`config.mk`:
```
export PLATFORM = sky130hd
export DESIGN_NAME = abcd_seq_controller
export DESIGN_NICKNAME = d
export VERILOG_FILES = /design/src/rtl/abcd_seq_controller.sv
export SDC_FILE = /design/constraint.sdc
export NUM_CORES = 1
export LEC_CHECK = 0
export BUFFER_PORTS_ARGS = -buffer_cell sky130_fd_sc_hd__buf_2
export CORE_MARGIN = 10
export CORE_UTILIZATION = 34
export DETAILED_ROUTE_END_ITERATION = 10
export GPL_TIMING_DRIVEN = 0
export PLACE_DENSITY = 0.6
export RECOVER_POWER = 25
export SYNTH_ARGS = -nofsm -noshare
export SYNTH_HDL_FRONTEND = slang
export SYNTH_SLANG_ARGS = --single-unit
```
`constraint.sdc`:
```
create_clock -name clk -period 3.6 [get_ports clk]
set_input_delay 0.72 -clock clk [delete_from_list [all_inputs] [get_ports clk]]
set_output_delay 0.72 -clock clk [all_outputs]
set_load 0.005 [all_outputs]
```
`src/rtl/abcd_seq_controller.sv`:
```
// abcd_seq_controller: sequencing controller for the 4-bit {a,b,c,d} state
// register. The excitation logic is external and delivers the next state on
// next_in. This block decides when the register captures it: free-run,
// single-step with a 4-phase handshake, or parallel load. It also detects the
// terminal state and counts captures.
//
// Build option: define SEQ_WATCHDOG_EN to end a free-run in DONE with
// timeout=1 once MAX_STEPS captures happen without reaching TERM_STATE.
// Without it no watchdog logic is built and timeout is tied low.
module abcd_seq_controller #(
    parameter int               WIDTH      = 4,
    parameter logic [WIDTH-1:0] TERM_STATE = {WIDTH{1'b1}},
    parameter int               CNT_W      = 8,
    parameter int               MAX_STEPS  = 16
) (
    input  logic             clk,
    input  logic             clear_n,
    input  logic             start,
    input  logic             stop,
    input  logic             step_req,
    output logic             step_ack,
    input  logic             load,
    input  logic [WIDTH-1:0] load_val,
    input  logic [WIDTH-1:0] next_in,
    output logic [WIDTH-1:0] state_out,
    output logic             running,
    output logic             done,
    output logic             timeout,
    output logic [CNT_W-1:0] step_cnt
);

    typedef enum logic [2:0] {
        S_IDLE     = 3'd0,
        S_RUN      = 3'd1,
        S_STEP     = 3'd2,
        S_WAIT_REL = 3'd3,
        S_DONE     = 3'd4
    } fsm_t;

    // A watchdog limit of zero would end every run before its first capture.
    if (MAX_STEPS < 1) begin : g_bad_max_steps
        $error("abcd_seq_controller: MAX_STEPS must be at least 1");
    end

    fsm_t             fsm_q, fsm_d;
    logic [WIDTH-1:0] sv_q, sv_d;
    logic [CNT_W-1:0] cnt_q, cnt_d, cnt_inc;
    logic             ack_q, ack_d;
    logic             running_q, done_q;

`ifdef SEQ_WATCHDOG_EN
    localparam int RW = $clog2(MAX_STEPS + 1);
    logic [RW-1:0] run_cnt_q, run_cnt_d, run_inc;
    logic          to_q, to_d;

    assign run_inc = run_cnt_q + RW'(1);
`endif

    // Capture counter saturates at all-ones instead of wrapping.
    assign cnt_inc = (cnt_q == {CNT_W{1'b1}}) ? cnt_q : cnt_q + CNT_W'(1);

    // Next-state and datapath decisions for every FSM state.
    always_comb begin
        fsm_d = fsm_q;
        sv_d  = sv_q;
        cnt_d = cnt_q;
        ack_d = ack_q;
`ifdef SEQ_WATCHDOG_EN
        run_cnt_d = run_cnt_q;
        to_d      = to_q;
`endif
        case (fsm_q)
            S_IDLE: begin
                if (load) begin
                    sv_d  = load_val;
                    cnt_d = '0;
                end else if (start) begin
                    fsm_d = S_RUN;
`ifdef SEQ_WATCHDOG_EN
                    run_cnt_d = '0;
`endif
                end else if (step_req) begin
                    fsm_d = S_STEP;
                end
            end
            S_RUN: begin
                if (stop) begin
                    fsm_d = S_IDLE;
                end else begin
                    sv_d  = next_in;
                    cnt_d = cnt_inc;
`ifdef SEQ_WATCHDOG_EN
                    run_cnt_d = run_inc;
`endif
                    if (next_in == TERM_STATE) begin
                        fsm_d = S_DONE;
                    end
`ifdef SEQ_WATCHDOG_EN
                    else if (run_inc == RW'(MAX_STEPS)) begin
                        fsm_d = S_DONE;
                        to_d  = 1'b1;
                    end
`endif
                end
            end
            S_STEP: begin
                sv_d  = next_in;
                cnt_d = cnt_inc;
                ack_d = 1'b1;
                fsm_d = S_WAIT_REL;
            end
            S_WAIT_REL: begin
                // Only the release ends the handshake, so a held request
                // never causes a second capture.
                if (!step_req) begin
                    ack_d = 1'b0;
                    fsm_d = (sv_q == TERM_STATE) ? S_DONE : S_IDLE;
                end
            end
            S_DONE: begin
                if (load) begin
                    sv_d  = load_val;
                    cnt_d = '0;
                    fsm_d = S_IDLE;
`ifdef SEQ_WATCHDOG_EN
                    to_d = 1'b0;
`endif
                end
            end
            default: fsm_d = S_IDLE;
        endcase
    end

    // State and output registers; clear_n aborts any activity immediately.
    always_ff @(posedge clk or negedge clear_n) begin
        if (!clear_n) begin
            fsm_q     <= S_IDLE;
            sv_q      <= '0;
            cnt_q     <= '0;
            ack_q     <= 1'b0;
            running_q <= 1'b0;
            done_q    <= 1'b0;
        end else begin
            fsm_q     <= fsm_d;
            sv_q      <= sv_d;
            cnt_q     <= cnt_d;
            ack_q     <= ack_d;
            running_q <= (fsm_d == S_RUN);
            done_q    <= (fsm_d == S_DONE);
        end
    end

`ifdef SEQ_WATCHDOG_EN
    // Per-run capture count and the timeout flag.
    always_ff @(posedge clk or negedge clear_n) begin
        if (!clear_n) begin
            run_cnt_q <= '0;
            to_q      <= 1'b0;
        end else begin
            run_cnt_q <= run_cnt_d;
            to_q      <= to_d;
        end
    end

    assign timeout = to_q;
`else
    assign timeout = 1'b0;
`endif

    assign state_out = sv_q;
    assign step_cnt  = cnt_q;
    assign step_ack  = ack_q;
    assign running   = running_q;
    assign done      = done_q;

endmodule

```
After elaboration in Yosys (flattened, before gate mapping)
Cells that the tools add are included.
{"block": "op_classes", "eq_ne": 12, "n_reduce_logical": 6, "n_addsub": 1, "muxes": 18}
{"cell": "3-bit two-way mux", "n": 8}
{"cell": "8-bit two-way mux", "n": 3}
{"cell": "8-bit case mux with 3 select lines", "n": 1}
{"cell": "3-bit case mux with 5 select lines", "n": 1}
{"cell": "4-bit case mux with 3 select lines", "n": 1}
{"cell": "8-bit by 1-bit adder with 8-bit output, second input constant", "n": 1}
{"cell": "4-bit equality test, second input constant", "n": 2}
{"cell": "8-bit equality test, second input constant", "n": 1}
{"cell": "4-bit two-way mux", "n": 2}
{"cell": "3-bit by 1-bit equality test with 1-bit output, second input constant", "n": 2}
{"cell": "3-bit by 2-bit equality test with 1-bit output, second input constant", "n": 2}
{"cell": "3-bit equality test, second input constant", "n": 2}
{"cell": "2-bit inequality test, second input constant", "n": 2}
{"cell": "3-bit logical NOT", "n": 1}
{"cell": "3-bit AND reduction", "n": 1}
{"cell": "3-bit nonzero test", "n": 1}
{"cell": "2-bit by 1-bit inequality test with 1-bit output, second input constant", "n": 1}
{"cell": "1-bit case mux with 2 select lines", "n": 1}
{"cell": "2-bit AND reduction", "n": 1}
{"cell": "2-bit nonzero test", "n": 1}
{"cell": "2-bit OR reduction", "n": 1}
{"cell": "1-bit two-way mux", "n": 1}
{"block": "totals", "regBits": 18, "output_inout_bits": 16, "elab_cells": 43}

Depth between registers and ports, before layout
{"block": "depth", "depth_word": 5, "ltp_mapped": 6}

Worst setup path before layout
OpenSTA, ideal clock, no wires.
{"block": "synth_timing", "path_kind": "input-to-reg", "from": "in load", "to": "reg cnt_q[0], in the netlist step_cnt[0]", "path_slack_ps": 1802, "required_time_ps": 3472, "arrival_time_ps": 1670, "cell_stages": 4, "path_buffers": 0, "setup_time_ps": 128, "path_cell_list": "nor3b_4 -> nor3_2 -> a21oi_1 -> mux2_1"}
{"block": "synth_between", "elab_chain_len": 2}
{"item": "from (decl)", "line_no": "22", "source": "input logic load,"}
{"item": "2-bit by 1-bit inequality test with 1-bit output (no source line)"}
{"item": "3-bit AND reduction (no source line)"}
{"item": "to (signal assigned)", "line_no": "146", "source": "cnt_q <= cnt_d;"}
{"item": "to (decl)", "line_no": "47", "source": "logic [CNT_W-1:0] cnt_q, cnt_d, cnt_inc;"}
No other way between the ends.
A chain may end at the register's enable or synchronous reset.

Worst setup path after layout
{"block": "layout_timing", "from": "reg fsm_q[0]", "to": "reg cnt_q[1], in the netlist step_cnt[1]"}
{"block": "layout_between", "elab_chain_len": 4, "elab_cells_between_ends": 10}
{"item": "from (decl)", "line_no": "45", "source": "fsm_t fsm_q, fsm_d;"}
{"item": "from (signal assigned)", "line_no": "144", "source": "fsm_q <= fsm_d;"}
{"item": "3-bit equality test or 3-bit logical NOT (tied branches)", "line_no": "72", "source": "case (fsm_q)"}
{"item": "2-bit OR reduction (no source line)"}
{"item": "2-bit by 1-bit inequality test with 1-bit output (no source line) or 3-bit nonzero test (tied branches)"}
{"item": "3-bit AND reduction (no source line)"}
Parallel ways exist; a longest one is shown, timed or not.

==> results.py <==
metrics = {
    "status": {
        "status": "finished clean",
    },
    "worst_hold_path": {
        "min_path_type": "register to register",
        "hold_depth": 1,
        "hold_path_end": "step_cnt[4]",
        "hold_path_startpoint": "step_cnt[4]",
    },
    "setup_path": {
        "cp_top_family": "simple AND/OR/NAND/NOR gates",
        "path_class": "register to register",
        "cp-start-kind": "register",
        "required_ns": 3.78,
        "worstReg2RegStart": "fsm_q[0]",
        "reg2reg_depth": 5,
        "worst_path_largest_cell_delay_ns": 0.36,
        "cp_cell_sequence": "buf_2, nor3b_4, nor3_2, a21oi_1, mux2_1",
        "cp_max_fo": 9,
        "r2r-end": "step_cnt[1]",
        "cp_num_buf_inv": 1,
        "critical_path_arrival_ns": 1.98,
        "crit_path_top_delay_cell": "dfrtp_1",
        "r2r_setup_slack_ns": 1.80,
        "worstSetupEndpointType": "register",
    },
    "finish": {
        "fin_util": 0.426,
        "final_cell_mix": "buf_2 (29), dfrtp_1 (18), nand2_1 (12)",
        "finish.instance_area_um2": 1180,
        "drive_above_1_share": 0.310,
        "area_delta_synth_final_pct": 20.5,
        "fill_cells": 282,
        "fin_nets": 146,
        "antenna_cells": 0,
        "layout_commonest_cell": "buf_2",
    },
    "floorplanning": {
        "die-area_um2": 5410,
        "coreArea_um2": 2760,
        "start_util": 0.354,
        "rows": 19,
        "dieWidth_um": 73.6,
        "ios": 30,
        "die_h_um": 73.6,
    },
    "clock_network": {
        "numCtsBuffers": 3,
        "htree_levels": 1,
        "cts_resized": 0,
        "clock_sinks": 18,
        "clk_pin_slew_ns": 0.10,
        "cts_tree": "done",
        "cts.path.max_buffers": 2,
        "worst_skew_pair.late_latency_ns": 0.29,
        "hold_buffers": 0,
        "post-cts-setup-buffers": 0,
        "root_buffer": "clkbuf_4",
    },
    "timing": {
        "final_hold_viol_count": 0,
        "rsz0062_at_grt": "no",
        "skew_ns": 0.000864,
        "setup_ws_ns": 1.80,
        "timing.fmax_mhz": 554,
        "final.period_utilization": 0.501,
        "tns_ns": 0,
        "min_period_ns": 1.80,
        "tightest_slew_ns": 0.964,
        "drv_slew": 0,
        "relSlewSlack": 0.358,
        "setup_viol": 0,
        "hold_slack_ns": 0.517,
    },
    "global_route": {
        "grt_pass1_wl_um": 3670,
        "grt_max_degree": 19,
        "grtUsageTotal": 0.0831,
        "grt_pass1_vias": 863,
        "grt-ovfl-total": 0,
        "antenna_found_initial": 0,
    },
    "power_and_ir_drop": {
        "ir_drop_v": 0.000347,
        "powerDensity_nw_per_um2": 674,
        "p_clk_frac": 0.126,
        "power_leakage_nw": 0.554,
        "swShare": 0.408,
        "net-switching-power_mw": 0.324,
        "pwr-share-seq": 0.387,
        "power.internal_mw": 0.469,
        "p_comb_frac": 0.488,
    },
    "synthesis": {
        "synth_seq_cells": 18,
        "yosysUniqueCellTypes": 37,
        "yosysWarnings": 0,
        "synth_nets": 113,
        "syn-cell-area_um2": 976,
        "postSynthAreaPerCell_um2": 9.96,
        "synthCells": 98,
        "synth_seq_area_share": 0.462,
    },
    "job": {
        "cap_violations": 0,
    },
    "route": {
        "drt_iter0_drc": 35,
        "drtAntennaViolNets": 0,
        "routedWlPerCell_um": 14.4,
        "wl_um": 2300,
        "route.detailed.drc": 0,
        "vias": 858,
        "vias_per_cell": 5.36,
        "drt_first_pass_iters": 4,
    },
    "placed_design": {
        "post-place-ws_ns": 1.48,
        "port_buffers": 28,
        "hpwl_um": 1820,
        "place.gp.congestion": 0.792,
        "placed_area_um2": 1150,
    },
}
[kinds of logic after synthesis]
logic type,count (synthesis),share of synthesized area
fa+ha+maj,1,0.0128
flops,18,0.462
compound gates,24,0.140
mux,7,0.0744
simple gates,41,0.271
buf+inv,6,0.0372
other cells,1,0.00384
[layer usage]
| metal | vias to the layer above | routed length, um | track usage |
|---|---|---|---|
| li1 | 418 | - | - |
| met1 | 415 | 1020 | 0.0932 |
| met2 | 25 | 1170 | 0.140 |
| met3 | 0 | 111 | 0.0188 |
| met4 | 0 | 0 | 0.0476 |
| met5 | - | 0 | 0 |
[power groups by stage]
stage                     Combinational, mW  Clock (mW)  Sequential, mW
after floorplan                       0.265           0           0.311
after global placement                0.380           0           0.307
after detailed placement              0.391           0           0.311
after CTS                             0.393       0.102           0.308
after global routing                  0.435       0.111           0.317
final                                 0.386      0.0997           0.306
[state kept, by name (all words and copies together) (netlist names)]
register,count
running,1
step_cnt,8
fsm_q,3
step_ack,1
state_out,4
done,1
[metrics by stage]
step / std cells / power [mW]
2_1_floorplan: 98 / 0.576
3_3_place_gp: 157 / 0.688
3_5_place_dp: 157 / 0.703
4_1_cts: 160 / 0.803
5_1_grt: 160 / 0.862
6_report: 160 / 0.792
[how the worst max path moves through the flow]
| stage | from | endpoint | slack, ns | cells past startpoint |
|---|---|---|---|---|
| after floorplan | load | step_cnt[0] | 1.80 | 4 |
| after global placement | load | step_cnt[1] | 1.50 | 5 |
| after detailed placement | load | step_cnt[1] | 1.48 | 5 |
| after CTS | fsm_q[0] | step_cnt[1] | 1.78 | 5 |
| after global routing | fsm_q[1] | step_cnt[0] | 1.66 | 5 |
| final | fsm_q[0] | step_cnt[1] | 1.80 | 5 |
[Yosys cell counts, drive strengths merged]
library cell,instances,share of area
a211oi,3,0.023
a21oi,6,0.031
a31oi,2,0.013
and2,3,0.019
and3,1,0.0064
and4,1,0.0090
buf,4,0.029
clkbuf,1,0.0038
conb,1,0.0038
dfrtp,18,0.46
ha,1,0.013
inv,1,0.0038
mux2,2,0.023
mux2i,5,0.051
nand2,12,0.046
nand2b,1,0.0064
nand3b,1,0.0077
nand4,2,0.013
nand4b,1,0.0090
nor2,5,0.019
nor2b,2,0.013
nor3,2,0.015
nor3b,2,0.032
nor4,2,0.013
nor4b,1,0.024
o2111ai,1,0.0090
o21ai,11,0.056
o31ai,1,0.0077
or2,1,0.0064
or3,2,0.013
or4,1,0.0077
or4b,1,0.010
[layout make-up]
| type | count | area (um2) | area share |
|---|---|---|---|
| multi-input combinational | 74 | 489 | 0.416 |
| sequential | 18 | 450 | 0.383 |
| timing repair buffer | 28 | 139 | 0.118 |
| tap | 31 | 38.8 | 0.0330 |
| buffer | 5 | 32.5 | 0.0277 |
| clock buffer | 3 | 22.5 | 0.0191 |
| inverter | 1 | 3.75 | 0.00319 |
Power figures use the tool's default switching activity.
